`src/rtl/mips_ctrl_pkg.sv`:
```
// rtl/mips_ctrl_pkg.sv - shared types and constants for the multicycle MIPS control FSM
//
// Purpose: state encodings, opcode/funct codes, ALU control words and
//          datapath mux select codes used by alu_decoder and mips_multicycle_ctrl.
// Ports:   none (package).
package mips_ctrl_pkg;

  typedef enum logic [3:0] {
    S_FETCH  = 4'd0,
    S_DECODE = 4'd1,
    S_MEMADR = 4'd2,
    S_MEMRD  = 4'd3,
    S_MEMWB  = 4'd4,
    S_MEMWR  = 4'd5,
    S_EXEC   = 4'd6,
    S_RWB    = 4'd7,
    S_BEQ    = 4'd8,
    S_JUMP   = 4'd9,
    S_ADDIEX = 4'd10,
    S_ADDIWB = 4'd11
  } state_e;

  localparam logic [5:0] OP_RTYPE = 6'h00;
  localparam logic [5:0] OP_J     = 6'h02;
  localparam logic [5:0] OP_BEQ   = 6'h04;
  localparam logic [5:0] OP_BNE   = 6'h05;
  localparam logic [5:0] OP_ADDI  = 6'h08;
  localparam logic [5:0] OP_LW    = 6'h23;
  localparam logic [5:0] OP_SW    = 6'h2B;

  localparam logic [5:0] FN_ADD = 6'h20;
  localparam logic [5:0] FN_SUB = 6'h22;
  localparam logic [5:0] FN_AND = 6'h24;
  localparam logic [5:0] FN_OR  = 6'h25;
  localparam logic [5:0] FN_NOR = 6'h27;
  localparam logic [5:0] FN_SLT = 6'h2A;

  // {a_invert, b_invert, alu_op}
  localparam logic [3:0] ALU_AND = 4'b0000;
  localparam logic [3:0] ALU_OR  = 4'b0001;
  localparam logic [3:0] ALU_ADD = 4'b0010;
  localparam logic [3:0] ALU_SUB = 4'b0110;
  localparam logic [3:0] ALU_SLT = 4'b0111;
  localparam logic [3:0] ALU_NOR = 4'b1100;

  localparam logic [1:0] SRCB_B      = 2'b00;
  localparam logic [1:0] SRCB_FOUR   = 2'b01;
  localparam logic [1:0] SRCB_IMM    = 2'b10;
  localparam logic [1:0] SRCB_IMMSH2 = 2'b11;

  localparam logic [1:0] PCSRC_ALU    = 2'b00;
  localparam logic [1:0] PCSRC_ALUOUT = 2'b01;
  localparam logic [1:0] PCSRC_JUMP   = 2'b10;

endpackage

```
`src/rtl/alu_decoder.sv`:
```
// rtl/alu_decoder.sv - R-type funct field to ALU control word decoder
//
// Purpose: maps IR[5:0] to the ALU control word and flags whether the funct
//          is supported. Unsupported functs yield ADD with funct_legal=0.
// Ports:
//   funct       in  6  IR[5:0]
//   a_invert    out 1  ALU A-invert
//   b_invert    out 1  ALU B-invert
//   alu_op      out 2  ALU op select
//   funct_legal out 1  funct is one of ADD/SUB/AND/OR/SLT/NOR
module alu_decoder
  import mips_ctrl_pkg::*;
(
  input  logic [5:0] funct,
  output logic       a_invert,
  output logic       b_invert,
  output logic [1:0] alu_op,
  output logic       funct_legal
);

  logic [3:0] cw;

  always_comb begin
    cw          = ALU_ADD;
    funct_legal = 1'b1;
    case (funct)
      FN_ADD:  cw = ALU_ADD;
      FN_SUB:  cw = ALU_SUB;
      FN_AND:  cw = ALU_AND;
      FN_OR:   cw = ALU_OR;
      FN_SLT:  cw = ALU_SLT;
      FN_NOR:  cw = ALU_NOR;
      default: funct_legal = 1'b0;
    endcase
  end

  assign {a_invert, b_invert, alu_op} = cw;

endmodule

```
`src/rtl/mips_multicycle_ctrl.sv`:
```
// rtl/mips_multicycle_ctrl.sv - Moore main control FSM for the multicycle MIPS datapath
//
// Purpose: sequences fetch/decode/execute/memory/write-back and drives all
//          datapath enables, mux selects and the ALU control word.
// Optional feature: define MIPS_CTRL_BNE_EN to execute bne (opcode 0x05)
//          through the branch state with the zero test inverted; otherwise
//          0x05 is treated as illegal.
// Ports:
//   clk, rst                  clock (rising edge), synchronous active-high reset
//   opcode, funct             IR[31:26], IR[5:0]
//   zero                      ALU zero flag
//   pc_write, iord, mem_read, mem_write, ir_write,
//   reg_dst, mem_to_reg, reg_write, alu_src_a,
//   alu_src_b[1:0], pc_source[1:0]     datapath controls
//   a_invert, b_invert, alu_op[1:0]    ALU control word
//   retire                    pulse in the last state of each instruction
//   illegal                   pulse on unsupported opcode/funct or bad state
//   state[STATE_W-1:0]        current state (debug)
module mips_multicycle_ctrl
  import mips_ctrl_pkg::*;
#(
  parameter int STATE_W = 4
) (
  input  logic               clk,
  input  logic               rst,
  input  logic [5:0]         opcode,
  input  logic [5:0]         funct,
  input  logic               zero,
  output logic               pc_write,
  output logic               iord,
  output logic               mem_read,
  output logic               mem_write,
  output logic               ir_write,
  output logic               reg_dst,
  output logic               mem_to_reg,
  output logic               reg_write,
  output logic               alu_src_a,
  output logic [1:0]         alu_src_b,
  output logic [1:0]         pc_source,
  output logic               a_invert,
  output logic               b_invert,
  output logic [1:0]         alu_op,
  output logic               retire,
  output logic               illegal,
  output logic [STATE_W-1:0] state
);

  logic [STATE_W-1:0] state_q;
  logic [STATE_W-1:0] state_d;
  logic [STATE_W-1:0] dec_next;
  logic               dec_illegal;
  logic               branch_take;
  logic [3:0]         fn_cw;
  logic               fn_legal;
  logic [3:0]         cw;

  alu_decoder u_alu_decoder (
    .funct       (funct),
    .a_invert    (fn_cw[3]),
    .b_invert    (fn_cw[2]),
    .alu_op      (fn_cw[1:0]),
    .funct_legal (fn_legal)
  );

  // Opcode dispatch out of DECODE; an illegal R-type funct is caught here so
  // EXEC is never entered for it.
  always_comb begin
    dec_next    = STATE_W'(S_FETCH);
    dec_illegal = 1'b0;
    case (opcode)
      OP_LW, OP_SW: dec_next = STATE_W'(S_MEMADR);
      OP_RTYPE: begin
        if (fn_legal) dec_next    = STATE_W'(S_EXEC);
        else          dec_illegal = 1'b1;
      end
      OP_BEQ:  dec_next = STATE_W'(S_BEQ);
`ifdef MIPS_CTRL_BNE_EN
      OP_BNE:  dec_next = STATE_W'(S_BEQ);
`endif
      OP_J:    dec_next = STATE_W'(S_JUMP);
      OP_ADDI: dec_next = STATE_W'(S_ADDIEX);
      default: dec_illegal = 1'b1;
    endcase
  end

`ifdef MIPS_CTRL_BNE_EN
  assign branch_take = (opcode == OP_BNE) ? ~zero : zero;
`else
  assign branch_take = zero;
`endif

  always_ff @(posedge clk) begin
    if (rst) state_q <= STATE_W'(S_FETCH);
    else     state_q <= state_d;
  end

  always_comb begin
    state_d = STATE_W'(S_FETCH);
    case (state_q)
      STATE_W'(S_FETCH):  state_d = STATE_W'(S_DECODE);
      STATE_W'(S_DECODE): state_d = dec_next;
      STATE_W'(S_MEMADR): state_d = (opcode == OP_LW) ? STATE_W'(S_MEMRD) : STATE_W'(S_MEMWR);
      STATE_W'(S_MEMRD):  state_d = STATE_W'(S_MEMWB);
      STATE_W'(S_EXEC):   state_d = STATE_W'(S_RWB);
      STATE_W'(S_ADDIEX): state_d = STATE_W'(S_ADDIWB);
      default:            state_d = STATE_W'(S_FETCH);
    endcase
  end

  // Reset overrides every state so nothing is written while rst is held.
  always_comb begin
    pc_write   = 1'b0;
    iord       = 1'b0;
    mem_read   = 1'b0;
    mem_write  = 1'b0;
    ir_write   = 1'b0;
    reg_dst    = 1'b0;
    mem_to_reg = 1'b0;
    reg_write  = 1'b0;
    alu_src_a  = 1'b0;
    alu_src_b  = SRCB_B;
    pc_source  = PCSRC_ALU;
    cw         = ALU_ADD;
    retire     = 1'b0;
    illegal    = 1'b0;
    if (!rst) begin
      case (state_q)
        STATE_W'(S_FETCH): begin
          mem_read  = 1'b1;
          ir_write  = 1'b1;
          pc_write  = 1'b1;
          alu_src_b = SRCB_FOUR;
        end
        STATE_W'(S_DECODE): begin
          alu_src_b = SRCB_IMMSH2;
          illegal   = dec_illegal;
          retire    = dec_illegal;
        end
        STATE_W'(S_MEMADR), STATE_W'(S_ADDIEX): begin
          alu_src_a = 1'b1;
          alu_src_b = SRCB_IMM;
        end
        STATE_W'(S_MEMRD): begin
          mem_read = 1'b1;
          iord     = 1'b1;
        end
        STATE_W'(S_MEMWB): begin
          reg_write  = 1'b1;
          mem_to_reg = 1'b1;
          retire     = 1'b1;
        end
        STATE_W'(S_MEMWR): begin
          mem_write = 1'b1;
          iord      = 1'b1;
          retire    = 1'b1;
        end
        STATE_W'(S_EXEC): begin
          alu_src_a = 1'b1;
          cw        = fn_cw;
        end
        STATE_W'(S_RWB): begin
          reg_write = 1'b1;
          reg_dst   = 1'b1;
          retire    = 1'b1;
        end
        STATE_W'(S_ADDIWB): begin
          reg_write = 1'b1;
          retire    = 1'b1;
        end
        STATE_W'(S_BEQ): begin
          alu_src_a = 1'b1;
          cw        = ALU_SUB;
          pc_source = PCSRC_ALUOUT;
          pc_write  = branch_take;
          retire    = 1'b1;
        end
        STATE_W'(S_JUMP): begin
          pc_source = PCSRC_JUMP;
          pc_write  = 1'b1;
          retire    = 1'b1;
        end
        default: illegal = 1'b1;
      endcase
    end
  end

  assign {a_invert, b_invert, alu_op} = cw;
  assign state = state_q;

endmodule

```
`config.mk`:
```
export PLATFORM = sky130hd
export DESIGN_NAME = mips_multicycle_ctrl
export DESIGN_NICKNAME = d
export VERILOG_FILES = /design/src/rtl/mips_ctrl_pkg.sv /design/src/rtl/alu_decoder.sv /design/src/rtl/mips_multicycle_ctrl.sv
export SDC_FILE = /design/constraint.sdc
export NUM_CORES = 1
export LEC_CHECK = 0
export CORE_MARGIN = 2
export CORE_UTILIZATION = 37
export DETAILED_ROUTE_END_ITERATION = 10
export GPL_TIMING_DRIVEN = 0
export HOLD_SLACK_MARGIN = 0.12
export PLACE_DENSITY_LB_ADDON = 0.2
export SYNTH_ARGS = -nofsm -noshare
export SYNTH_HDL_FRONTEND = slang
export SYNTH_SLANG_ARGS = --single-unit
```
`constraint.sdc`:
```
create_clock -name clk -period 1.7 [get_ports clk]
set_input_delay 0.34 -clock clk [delete_from_list [all_inputs] [get_ports clk]]
set_output_delay 0.34 -clock clk [all_outputs]
set_load 0.01 [all_outputs]
```
# Yosys cells after proc, flatten, opt, wreduce, memory -nomap -nowiden
# Cells that the tools add are included.
[word_totals]
inputBits = 15
elab_cells = 72
ff_bits = 4
out_inout_bits = 23
[classes]
eq_ne = 22
reduce_logical = 13
muxes = 36
[ops]
columns = ["op", "count"]
rows = [
  ["$eq 6x6->1 const B", 8],
  ["$pmux 4 s5", 2],
  ["$pmux 4 s6", 1],
  ["$mux 1", 21],
  ["$eq 4x3->1 const B", 4],
  ["$eq 4x4->1 const B", 4],
  ["$reduce_or 6->1", 2],
  ["$reduce_or 11->1", 1],
  ["$reduce_or 2->1", 5],
  ["$eq 4x2->1 const B", 2],
  ["$pmux 1 s2", 4],
  ["$pmux 4 s2", 1],
  ["$eq 6x2->1 const B", 1],
  ["$eq 6x3->1 const B", 1],
  ["$eq 6x4->1 const B", 1],
  ["$logic_not 6->1", 1],
  ["$mux 3", 2],
  ["$pmux 2 s3", 1],
  ["$reduce_or 5->1", 1],
  ["$eq 4x1->1 const B", 1],
  ["$logic_not 4->1", 1],
  ["$mux 2", 2],
  ["$mux 4", 1],
  ["$pmux 2 s2", 1],
  ["2 further kinds", 2],
]

# Logic depth before layout (Yosys ltp)
# Gate-level depths: netlist (run 1).
[depth]
depth_word = 7
depth_mapped = 5
mapped_depth_nobuf = 4

# Modules after synthesis
# From an unflattened synthesis (run 1), not the netlist that was laid out.
[hier_totals]
hier_cells = 102
area_unflattened_um2 = 691.9
[by_module_without_submodules]
columns = ["mod", "instances", "seq_area_each_um2", "area_each_um2", "cells_per_inst"]
rows = [
  ["mips_multicycle_ctrl", 1, 80.1, 575.6, 88],
  ["alu_decoder", 1, 0.0, 116.4, 14],
]

# Least setup slack after synthesis (run 1)
# No wires, ideal clock.
[synth_path]
path_type = "register to output"
start = "reg state_q[3], in the netlist state[3]"
end = "out alu_src_a"
t_required_ns = 1.360
n_path_buf = 1
stages_incl_launch_ff = 4
t_arrival_ns = 1.436
path_slack_ns = -0.076
cell_sequence = "dfxtp_1 buf_1 nor2_1 a2111oi_0"
[synth_via]
elab_chain_len = 4
elab_cells_between_ends = 7
classes_between = "4 x eq/ne; 2 x mux; 1 x reduce/logical"
[synth_rtl]
columns = ["item", "line_no", "text"]
rows = [
  ["start, declared", "mips_multicycle_ctrl.sv:48", "logic [STATE_W-1:0] state_q;"],
  ["start signal, assigned", "mips_multicycle_ctrl.sv:93", "if (rst) state_q <= STATE_W'(S_FETCH);"],
  ["start signal, assigned", "mips_multicycle_ctrl.sv:94", "else state_q <= state_d;"],
  ["$eq 4x4->1, or another cell as far along", "mips_multicycle_ctrl.sv:127", "case (state_q)"],
  ["$reduce_or 4->1 (no line) *", "n/a", ""],
  ["$mux 1 *", "mips_multicycle_ctrl.sv:127", ""],
  ["$mux 1 *", "mips_multicycle_ctrl.sv:126", "if (!rst) begin"],
  ["end, declared", "mips_multicycle_ctrl.sv:37", "output logic alu_src_a,"],
]
# Every way passes the cells marked *; elsewhere a longest branch is shown, timed or not.

# Final worst setup path (run 1)
[layout_path]
start = "reg state_q[1], in the netlist state[1]"
end = "out retire"
[layout_via]
elab_chain_len = 4
elab_cells_between_ends = 10
classes_between = "7 x eq/ne; 2 x mux; 1 x reduce/logical"
[layout_rtl]
columns = ["item", "line_no", "text"]
rows = [
  ["$eq 4x4->1 or $eq 4x3->1 (tied branches)", "mips_multicycle_ctrl.sv:127", ""],
  ["$reduce_or 6->1 (no line)", "n/a", ""],
  ["$pmux 1 s2 *", "mips_multicycle_ctrl.sv:127", ""],
  ["$mux 1 *", "mips_multicycle_ctrl.sv:126", ""],
  ["end, declared", "mips_multicycle_ctrl.sv:43", "output logic retire,"],
]
# Marks and branches as above.

==> flow_summary.toml, run 1 <==
[place]
dp_hpwl_microns = 1620
placement.io_buffers = 37
gp_congestion = 0.846
post-place-ws_ns = -1.05

[sta]
drv_slew = 0
finalCriticalPeriod_ns = 2.00
hold_slack_ns = 0.422
fin_ws_ns = -0.301
finalClockSkew_ns = 0.00215
worst_pin_slew_ns = 0.494
rsz0062_at_grt = "yes"
hold_violations = 0
max_freq_ghz = 0.500
setup_viol = 14
slew-limit-headroom = 0.668
fin_crit_sh = 1.18

[drt]
final_antenna_net_count = 0
wirelength_microns = 3450
vias_per_cell = 6.23
firstDrtPassIters = 4
dr.first_iter.drc_count = 54
vias = 1071
post_drt_wl_per_cell_microns = 20.0
drcViolationCount = 0

[yosys]
synth_edf_count = 0
synth_top_family_by_area = "simple AND/OR/NAND/NOR gates"
ys_seq_area_frac = 0.125
avgSynthCellArea_sq_um = 6.67
synth.distinct_cells = 38
syn_area_sq_um = 641
synth_area_leader_cell = "dfxtp_1"
syn_nets = 111
synth-xor-area-share = 0.0273
muxShareOfSynthArea = 0.0156
synthAdderAreaFrac = 0.0156
synthArstFlopShare = 0
yosys_warnings = 0
yosys.area_share.simple = 0.480
synthCells = 96
yosys_register_bits = 4
synth.area.top_cells = "dfxtp_1 (13%), nor3_1 (6.3%), nand2_1 (5.3%), nor2_1 (5.3%), and3b_1 (4.1%)"
synth.cells.most_frequent = "nand2_1 (9), nor2_1 (9), nor3_1 (8)"
synth_flop_cell = "dfxtp_1"
synth_top_area_frac = 0.125
synth_compound_area_frac = 0.277

[finish]
fill_cells = 81
n_antenna_cell = 0
area_growth_pct = 127
drive_above_1_share = 0.574
layout.nets = 172
largest_reg_flops = 4

[status]
violations = "negative setup slack"
status = "finished, violations left"

[power]
p_int_w = 0.000278
switchingPower_w = 0.000146
p_seq_frac = 0.235
finalPower_w = 0.000425
p_comb_frac = 0.493
switching_share = 0.345
power.leakage_nw = 0.631
peakVddDrop_mv = 0.341
power_per_cell_area_nw_per_um2 = 293
power_frac_clock = 0.272

[floorplan]
die_h_microns = 45.6
start_util = 0.384
core_sq_um = 1670
io_pins = 38
rows = 15
die_area_sq_um = 2080
die_w_microns = 45.6

[worst_setup_path]
critPathSlowestCell = "or4_4"
crit_type = "flop to output port"
rr_worst_depth = 5
required_ns = 1.36
cp_num_cells = 5
worst_ep_arrival_time_ns = 1.66
crit_path_cell_trace = "nand2b_4, or4_4, nand4bb_4, o311ai_1, buf_2"
cp-start-kind = "flop"
path_buf_inv = 1
cpPeakStageDelay_ns = 0.43
cp_max_fo = 5
cp-end-kind = "output port"
cp_top_family = "simple AND/OR/NAND/NOR gates"

[min_path]
hp-class = "input port to flop"
hold_path_depth = 3

[clock_network]
cts-htree-levels = 1
clkLatencyLatePin_ns = 0.23
clock-sinks = 4
clock_path_buffers = 2
root_buffer = "clkbuf_4"
cts_buffers = 3
cts_hold_buf = 0
cts_tree = "built"
path_clk_slew_ns = 0.04

[global_route]
grt_usage = 0.263
antenna_found_initial = 0
grt_pass1_wl_microns = 4070
first_global_vias = 924
grt-ovfl-total = 0
grt_max_degree = 11

[run]
cap_violations = 0
-- placed cells by master (no fill, tap or decap), drive strengths merged, types with 2 or more instances in the layout --
cell type / netlist / final
nor3b: 2 / 2
nor3: 8 / 8
dfxtp: 4 / 4
nor4: 2 / 2
o21ai: 4 / 4
o211ai: 2 / 2
buf: 1 / 40
and3: 2 / 2
dlygate4sd2: 0 / 7
nand3: 3 / 3
nand2b: 3 / 3
nand2: 9 / 9
clkbuf: 4 / 9
o21ba: 2 / 2
inv: 5 / 5
and3b: 3 / 3
a21oi: 4 / 4
clkdlybuf4s50: 0 / 6
a22oi: 2 / 2
or3: 3 / 3
a2111oi: 2 / 2
nor2b: 4 / 4
nor2: 9 / 9
o31a: 2 / 2
-- cells by family (layout without fill, tap and decap cells) --
group	after synthesis	count (layout)
AO/OA/AOI/OAI	24	24
adder cells (fa/ha/maj)	1	1
XOR/XNOR	2	2
multiplexers	1	1
buffers and inverters	10	69
flip-flops	4	4
AND/OR/NAND/NOR	54	54
-- per-layer routing --
| layer | global-route usage | share of wire | up-vias |
|---|---|---|---|
| met5 | 0 | 0 | - |
| met4 | 0.112 | 0.028 | 0 |
| met3 | 0.0317 | 0.063 | 13 |
| met2 | 0.420 | 0.49 | 66 |
| met1 | 0.353 | 0.42 | 513 |
| li1 | - | - | 479 |
-- final timing paths --
path         startpoint        to  slack, ns
max            state[1]    retire      -0.30
min           opcode[3]  state[0]       0.42
max reg2reg    state[1]  state[0]      -0.14
min reg2reg    state[3]  state[2]       0.69
-- per-stage QoR --
| step | util | instance area (sq um) | setup TNS (ns) | cells |
|---|---|---|---|---|
| final | 0.869 | 1450 | -2.38 | 172 |
| after global routing | 0.869 | 1450 | -3.08 | 172 |
| after CTS | 0.716 | 1200 | -1.77 | 162 |
| after detailed placement | 0.623 | 1040 | -14.95 | 150 |
| after global placement | 0.623 | 1040 | -14.48 | 150 |
| after floorplan | - | 649 | -0.00792 | 96 |
-- area by class of cell --
class                           count  area, sq um  area share
Timing Repair Buffer               57          500       0.345
Buffer                              4         47.5      0.0328
Clock buffer                        3         22.5      0.0155
Inverter                            5         21.3      0.0147
Multi-Input combinational cell     82          748       0.516
Tap cell                           17         21.3      0.0147
Sequential cell                     4         90.1      0.0621
-- worst min-delay path: cells and delay by family --
kind | cells | cell delay, ns
compound gates | 1 | 0.05
simple gates | 1 | 0.13
buf+inv | 1 | 0.10
-- repair_timing --
| item | in CTS | in global routing |
|---|---|---|
| buffers inserted | 9 | 10 |
| gates cloned | 0 | 1 |
| pin swaps | 9 | 13 |
| setup endpoints to repair | 21 | 23 |
| gates resized for setup | 137 | 47 |
-- power groups by stage --
| stage | Clock (W) | Combinational (W) | Sequential [W] |
|---|---|---|---|
| floorplan | 0 | 0.0000616 | 0.000103 |
| global placement | 0 | 0.000142 | 0.000103 |
| detailed placement | 0 | 0.000145 | 0.000102 |
| CTS | 0.000120 | 0.000167 | 0.0000993 |
| global route | 0.000127 | 0.000220 | 0.0000998 |
| finish | 0.000115 | 0.000209 | 0.0000999 |
Power figures use the tool's default switching activity.
==> run 2: changes to the inputs <==
- CELL_PAD_IN_SITES_DETAIL_PLACEMENT: unset -> 0
- CELL_PAD_IN_SITES_GLOBAL_PLACEMENT: unset -> 1
- CORE_UTILIZATION: 37 -> 24
==> flow_summary.toml, run 2 (synthesized netlist as in run 1, its figures left out) <==
[finish]
drive_above_1_share = 0.624
area_growth_pct = 142
fill_cells = 213
seqCellArea_sq_um = 92.6
layout.nets = 182
layout.cells.non_filler = 195
largest_reg_flops = 4
n_antenna_cell = 0
final_common_cell = "buf_4"
multiInputGateArea_sq_um = 756
post-route-util = 0.620
final_cell_mix = "buf_4 (25), buf_2 (16), nand2_1 (8)"

[power]
power.leakage_nw = 0.690
finalPower_w = 0.000434
power_per_cell_area_nw_per_um2 = 280
peakVddDrop_mv = 0.317

[worst_setup_path]
critPathSlowestCell = "or4_4"
r2r-start = "state[1]"
crit_path_cell_trace = "nand2b_4, or4_4, nand4bb_4, o311ai_2, buf_2"
cp-start-kind = "flop"
worst_ep_arrival_time_ns = 1.63
cpPeakStageDelay_ns = 0.42
required_ns = 1.36
rr_worst_depth = 6
timing.rr.end = "state[0]"
rrSetupSlack_ns = -0.19
cp_max_fo = 3
crit_type = "flop to output port"
cp-end-kind = "output port"

[min_path]
hp-class = "input port to flop"
hold_path_depth = 3
min-delay-start = "opcode[1]"
hold_end = "state[1]"

[sta]
slew-limit-headroom = 0.657
fin_ws_ns = -0.268
finalClockSkew_ns = 0.00250
setup-tns-final_ns = -1.57
worst_pin_slew_ns = 0.511
finalCriticalPeriod_ns = 1.97
drv_slew = 0
hold_violations = 0
max_freq_ghz = 0.508
fin_crit_sh = 1.16
setup_viol = 12
rsz0062_at_grt = "yes"
hold_slack_ns = 0.498

[clock_network]
cts_hold_buf = 0
cts_buffers = 3
clkLatencyLatePin_ns = 0.23
clock-sinks = 4
root_buffer = "clkbuf_4"
cts-htree-levels = 1
path_clk_slew_ns = 0.03
clock_path_buffers = 2
cts_tree = "built"

[status]
violations = "negative setup slack"
status = "finished, violations left"

[drt]
final_antenna_net_count = 0
drcViolationCount = 0
wirelength_microns = 3250
vias_per_cell = 5.56
vias = 1084
post_drt_wl_per_cell_microns = 16.7
firstDrtPassIters = 4
dr.first_iter.drc_count = 36

[global_route]
grt_usage = 0.183
first_global_vias = 1021
grt_max_degree = 11
antenna_found_initial = 0
grt_pass1_wl_microns = 4710
grt-ovfl-total = 0

[floorplan]
die_h_microns = 55.7
io_pins = 38
rows = 18
die_w_microns = 55.7
start_util = 0.256
die_area_sq_um = 3100
core_sq_um = 2500

[place]
gp_congestion = 0.797
dp.cells = 163
dp_hpwl_microns = 1790
placement.io_buffers = 37

[run]
cap_violations = 0
==> run 2: cell types whose count changed in the layout (fill, tap and decap cells not counted), moves of 2 or more <==
cell and change:
buf_4 +13, buf_6 -7, buf_2 +4, buf_8 +3, a2111oi_2 +2, a2111oi_4 -2
clkbuf_2 -2
==> run 2: power by group <==
group	total, W	switching [W]	internal, W
clock	0.000112	0.0000330	0.0000785
combinational	0.000225	0.000105	0.000120
sequential	0.0000977	0.00000387	0.0000938
total	0.000434	0.000142	0.000292
==> run 2: stage by stage <==
stage | area, sq um | setup slack (ns)
global placement | 1060 | -1.07
CTS | 1360 | -0.266
finish | 1550 | -0.268
floorplan | 649 | -0.00792
global route | 1550 | -0.306
detailed placement | 1060 | -1.10
==> run 2: repair_timing <==
item	in CTS	in global routing
pin swaps	15	15
endpoints found under the hold margin	0	0
endpoints found under the setup margin	22	19
gates cloned	0	0
setup buffers	19	12
gates resized for setup	156	33
==> run 2: how the worst max path moves through the flow <==
stage | from | endpoint | cells past startpoint
2_1_floorplan | opcode[3] | retire | 4
3_3_place_gp | opcode[3] | retire | 6
3_5_place_dp | opcode[3] | retire | 6
4_1_cts | opcode[2] | retire | 6
5_1_grt | state[1] | illegal | 5
6_report | state[1] | retire | 5
==> run 2: layout make-up <==
type                       count  area share
buffer                         4      0.0508
clock buffer                   3      0.0145
inverter                       5      0.0121
multi-input combinational     82       0.487
sequential                     4      0.0597
tap                           30      0.0242
timing repair buffer          67       0.351
==> run 2: critical path: cells and delay by family (launching register included) <==
| kind | cells | cell delay (ns) |
|---|---|---|
| buffers and inverters | 1 | 0.18 |
| AO/OA/AOI/OAI | 1 | 0.11 |
| AND/OR/NAND/NOR | 3 | 0.78 |
| flip-flops | 1 | 0.33 |
==> run 2: metal layers <==
layer	vias up	track usage	wire length (microns)
met2	43	0.344	1700
met1	526	0.214	1280
met4	0	0.0488	78
met3	10	0.0256	186
met5	-	0	0
li1	505	-	-
